$ cat src/rtl/adiciona_chave_rodada_pkg.sv
// Shared AES constants: round count, Rcon, FSM encodings and the S-box table
// used by both the key schedule and the block substitution stage.
package adiciona_chave_rodada_pkg;

  localparam logic [3:0] N_RODADAS = 4'd10;

  typedef enum logic {
    OCIOSO = 1'b0,
    ESPERA = 1'b1
  } estado_fsm_t;

  // Row-major S-box, entry 0x00 in the most significant byte
  localparam logic [2047:0] SBOX_TAB = {
    128'h637c777bf26b6fc53001672bfed7ab76,
    128'hca82c97dfa5947f0add4a2af9ca472c0,
    128'hb7fd9326363ff7cc34a5e5f171d83115,
    128'h04c723c31896059a071280e2eb27b275,
    128'h09832c1a1b6e5aa0523bd6b329e32f84,
    128'h53d100ed20fcb15b6acbbe394a4c58cf,
    128'hd0efaafb434d338545f9027f503c9fa8,
    128'h51a3408f929d38f5bcb6da2110fff3d2,
    128'hcd0c13ec5f974417c4a77e3d645d1973,
    128'h60814fdc222a908846eeb814de5e0bdb,
    128'he0323a0a4906245cc2d3ac629195e479,
    128'he7c8376d8dd54ea96c56f4ea657aae08,
    128'hba78252e1ca6b4c6e8dd741f4bbd8b8a,
    128'h703eb5664803f60e613557b986c11d9e,
    128'he1f8981169d98e949b1e87e9ce5528df,
    128'h8ca1890dbfe6426841992d0fb054bb16
  };

  function automatic logic [7:0] sbox(input logic [7:0] b);
    return SBOX_TAB[(255 - int'(b))*8 +: 8];
  endfunction

  // Round constant for the round being produced (1..10)
  function automatic logic [7:0] rcon(input logic [3:0] r);
    case (r)
      4'd1:    return 8'h01;
      4'd2:    return 8'h02;
      4'd3:    return 8'h04;
      4'd4:    return 8'h08;
      4'd5:    return 8'h10;
      4'd6:    return 8'h20;
      4'd7:    return 8'h40;
      4'd8:    return 8'h80;
      4'd9:    return 8'h1b;
      4'd10:   return 8'h36;
      default: return 8'h00;
    endcase
  endfunction

endpackage

$ cat src/rtl/adiciona_chave_rodada_substitui_palavra.sv
// SubWord: four independent S-box lookups on a 32-bit key-schedule word.
module substitui_palavra
  import adiciona_chave_rodada_pkg::*;
(
  input  logic [31:0] palavra,
  output logic [31:0] substituida
);

  assign substituida = {sbox(palavra[31:24]), sbox(palavra[23:16]),
                        sbox(palavra[15:8]),  sbox(palavra[7:0])};

endmodule

$ cat src/rtl/adiciona_chave_rodada.sv
// AES-128 AddRoundKey with on-the-fly key expansion; emits round 0 on load and
// rounds 1..10 as each post-MixColumns state arrives.
module adiciona_chave_rodada
  import adiciona_chave_rodada_pkg::*;
(
  input  logic         clock,
  input  logic         reset,
  input  logic         carrega,
  input  logic [127:0] chave,
  input  logic [127:0] bloco,
  input  logic         entrada_valida,
  input  logic [127:0] estado,
  output logic [127:0] saida,
  output logic         saida_valida,
  output logic [3:0]   rodada,
  output logic         ultima,
  output logic         ocupado
);

  estado_fsm_t  fsm;
  logic [127:0] chave_p1;
  logic [127:0] chave_prox;
  logic [31:0]  w0, w1, w2, w3;
  logic [31:0]  n0, n1, n2, n3;
  logic [31:0]  sub_rot;
  logic [3:0]   rodada_prox;

  assign {w0, w1, w2, w3} = chave_p1;
  assign rodada_prox      = rodada + 4'd1;

  substitui_palavra u_subword (
    .palavra     ({w3[23:0], w3[31:24]}),
    .substituida (sub_rot)
  );

  // Next round key: one S-box word followed by the w0..w3 XOR chain
  assign n0 = w0 ^ sub_rot ^ {rcon(rodada_prox), 24'h0};
  assign n1 = w1 ^ n0;
  assign n2 = w2 ^ n1;
  assign n3 = w3 ^ n2;
  assign chave_prox = {n0, n1, n2, n3};

  assign ocupado = (fsm == ESPERA);

  // Registered outputs, key register and FSM
  always_ff @(posedge clock or posedge reset) begin
    if (reset) begin
      fsm          <= OCIOSO;
      chave_p1     <= '0;
      saida        <= '0;
      saida_valida <= 1'b0;
      ultima       <= 1'b0;
      rodada       <= '0;
    end else begin
      saida_valida <= 1'b0;
      ultima       <= 1'b0;
      if (carrega) begin
        chave_p1     <= chave;
        saida        <= bloco ^ chave;
        rodada       <= '0;
        saida_valida <= 1'b1;
        fsm          <= ESPERA;
      end else if (fsm == ESPERA && entrada_valida) begin
        chave_p1     <= chave_prox;
        saida        <= estado ^ chave_prox;
        rodada       <= rodada_prox;
        saida_valida <= 1'b1;
        if (rodada_prox == N_RODADAS) begin
          ultima <= 1'b1;
          fsm    <= OCIOSO;
        end
      end
    end
  end

endmodule
$ cat config.mk
export PLATFORM = sky130hd
export DESIGN_NAME = adiciona_chave_rodada
export DESIGN_NICKNAME = d
export VERILOG_FILES = /design/src/rtl/adiciona_chave_rodada_pkg.sv /design/src/rtl/adiciona_chave_rodada_substitui_palavra.sv /design/src/rtl/adiciona_chave_rodada.sv
export SDC_FILE = /design/constraint.sdc
export NUM_CORES = 2
export LEC_CHECK = 0
export BUFFER_PORTS_ARGS = -buffer_cell sky130_fd_sc_hd__buf_2
export CAP_MARGIN = 30
export CORE_MARGIN = 1
export CORE_UTILIZATION = 30
export CTS_CLUSTER_DIAMETER = 50
export DETAILED_ROUTE_END_ITERATION = 12
export PLACE_DENSITY_LB_ADDON = 0.08
export SYNTH_ARGS = -nofsm -noshare
export SYNTH_HDL_FRONTEND = slang
export SYNTH_SLANG_ARGS = --single-unit
$ cat constraint.sdc
create_clock -name clock -period 12.6 [get_ports clock]
set_clock_uncertainty 0.1 [all_clocks]
set_input_delay 2.52 -clock clock [delete_from_list [all_inputs] [get_ports clock]]
set_output_delay 2.52 -clock clock [all_outputs]
set_load 0.1 [all_outputs]
==> results_dict.tcl <==
set metrics [dict create \
    synth_nets 4367 \
    hold_viol_final 0 \
    synth-edff-count 0 \
    drive_gt1_share_pct 20.04 \
    syn2layout_area_growth_pct 16.18 \
    path_class "reg -> reg" \
    ys_ff_latch 263 \
    hpwlAfterDp_mm 111.1 \
    final_cell_mix "521 x buf_2, 377 x nand2_1, 296 x xnor2_1" \
    fin_crit_ps 5196 \
    ys_seq_area_share_pct 21.47 \
    cts_resized 0 \
    start_kind "flop" \
    setup_viol 0 \
    final_common_cell "buf_2" \
    grt_pass1_vias 31833 \
    syn_inst 3914 \
    path_max_fanout 71 \
    rsz0062_at_grt "no" \
    required_ps 13040 \
    insertion_delay_ps 640 \
    cts.sinks 263 \
    clockBufferDepth 3 \
    tightest_slew_ps 1024 \
    clk_pin_slew_ps 50 \
    die_x_um 321.7 \
    die_area_um2 103500 \
    htreeDepth 2 \
    first_iter_violations 4035 \
    vias 33429 \
    postCtsSetupBuffers 0 \
    vias_per_cell 5.996 \
    drtPass1Iterations 6 \
    crit_path_end_kind "flop" \
    cts_buffers 51 \
    cts_tree "yes" \
    start_util_pct 30.44 \
    avgSynthCellArea_um2 7.834 \
    drv_cap 0 \
    slew-limit-headroom_pct 31.64 \
    multi_input_area_um2 22100 \
    place_congestion 1.003 \
    synth.area.top_cells "dfrtp_1 21%, xnor2_1 8.5%, o21ai_0 4.7%, xor2_1 4.7%, nand2_1 4.6%" \
    fin_util_pct 35.36 \
    status "complete, no violations" \
    synth_top_area_cell "dfrtp_1" \
    arrival_ps 5640 \
    drc 0 \
    tns_ps 0 \
    postCtsHoldBufs 0 \
    grt_pass1_wl_mm 224.7 \
    num-fill-cells 10879 \
    slew_viol_final 0 \
    grt_max_degree 164 \
    layout.nets 4628 \
    wire_per_inst_um 27.75 \
    clock.fmax_ghz 0.1924 \
    grt_overflow 0 \
    ios 523 \
    portBuffers 522 \
    netlist.area_leader.share_pct 21.47 \
    register_area_um2 6603 \
    holdCritPathClass "reg -> reg" \
    die_h_um 321.7 \
    core_area_um2 100700 \
    clock-root-buffer "clkbuf_16" \
    synthFlopType "dfrtp_1" \
    syn-cell-area_um2 30660 \
    antenna_found_initial 14 \
    period_share_pct 41.24 \
    finalWirelength_mm 154.7 \
    async_flop_share_pct 100.0 \
    synth_warnings 0 \
    ys_types 103 \
    ant_nets 0 \
    row_count 116 \
    track_usage_pct 28.83 \
]
cell usage after synthesis, types with 29 or more instances:
master	n
inv_1	53
xnor2_1	296
and3_1	45
nand4_1	36
nand3_1	125
o211ai_1	71
o21ai_0	288
ha_1	65
buf_2	120
nor2b_1	79
mux4_2	45
a22oi_1	31
dfrtp_1	263
a211oi_1	49
nor3_1	97
a221oi_1	31
clkbuf_1	218
or4_1	29
o311ai_0	29
o22ai_1	32
xor2_1	164
or2_2	32
a31oi_1	73
a311oi_1	54
a21oi_1	198
mux2i_1	54
nor2_1	257
nand2b_1	97
nand2_1	379
o221ai_1	45
and2_1	30
final cells by class:
type,instances,area share [%]
multi-input cells,3198,62.03
flip-flops and latches,263,18.54
repair buffers,600,9.150
well taps,1357,4.766
clock buffers,65,3.962
clock inverters,29,0.8570
inverters,61,0.6849
diodes,2,0.01405
path summary, 6_finish.rpt:
path	from	to	slack, ps	depth (start not counted)
setup / recovery	chave_p1[19]$_DFFE_PP0P_	saida[59]$_DFFE_PP0P_	7400	10
hold / removal	saida[108]$_DFFE_PP0P_	saida[108]$_DFFE_PP0P_	410	2
setup reg to reg	chave_p1[19]$_DFFE_PP0P_	saida[59]$_DFFE_PP0P_	7400	10
hold reg to reg	saida[108]$_DFFE_PP0P_	saida[108]$_DFFE_PP0P_	410	2
max in group asynchronous	reset	chave_p1[27]$_DFFE_PP0P_	9040	3
min in group asynchronous	reset	saida[79]$_DFFE_PP0P_	1940	2
per-layer routing:
layer | GRT usage [%] | vias to the layer above | share of wire (%)
met2 | 45.33 | 1921 | 45
met5 | 0 | - | 0.080
met3 | 5.986 | 398 | 9.2
li1 | - | 14991 | -
met4 | 10.94 | 18 | 4.1
met1 | 38.53 | 16101 | 42
registers in the layout (all words and copies together), names as in the netlist:
name and count:
ultima 1, saida_valida 1, rodada 4, chave_p1 128, ocupado 1, saida 128
worst max-delay path, stage by stage (launching register included):
cell,delay (ps)
dfrtp_4,790
buf_4,680
inv_1,600
o21a_1,330
mux4_2,440
o2111a_1,270
o211a_1,250
a211oi_4,440
xnor3_1,540
or4_1,480
nand3_1,90
kinds of logic after synthesis:
family	synth area share (%)
flip-flops	21.47
adder cells (fa/ha/maj)	2.653
buffers and inverters	6.525
XOR/XNOR	15.02
AO/OA/AOI/OAI	27.32
multiplexers	5.709
AND/OR/NAND/NOR	21.31
stage by stage:
step	instance area (um^2)	worst slack [ps]	instances	hold slack (ps)
after floorplan	30660	2740	3914	419.8
after global placement	33830	7258	5473	400.7
after detailed placement	33890	7169	5478	404.1
after CTS	35610	7458	5572	415.5
after global routing	35620	7128	5574	440.1
final	35620	7404	5575	412.9
Power is left out: the tool's default activity adds up to more than one toggle a clock period on the data nets, which glitch-free logic cannot reach.
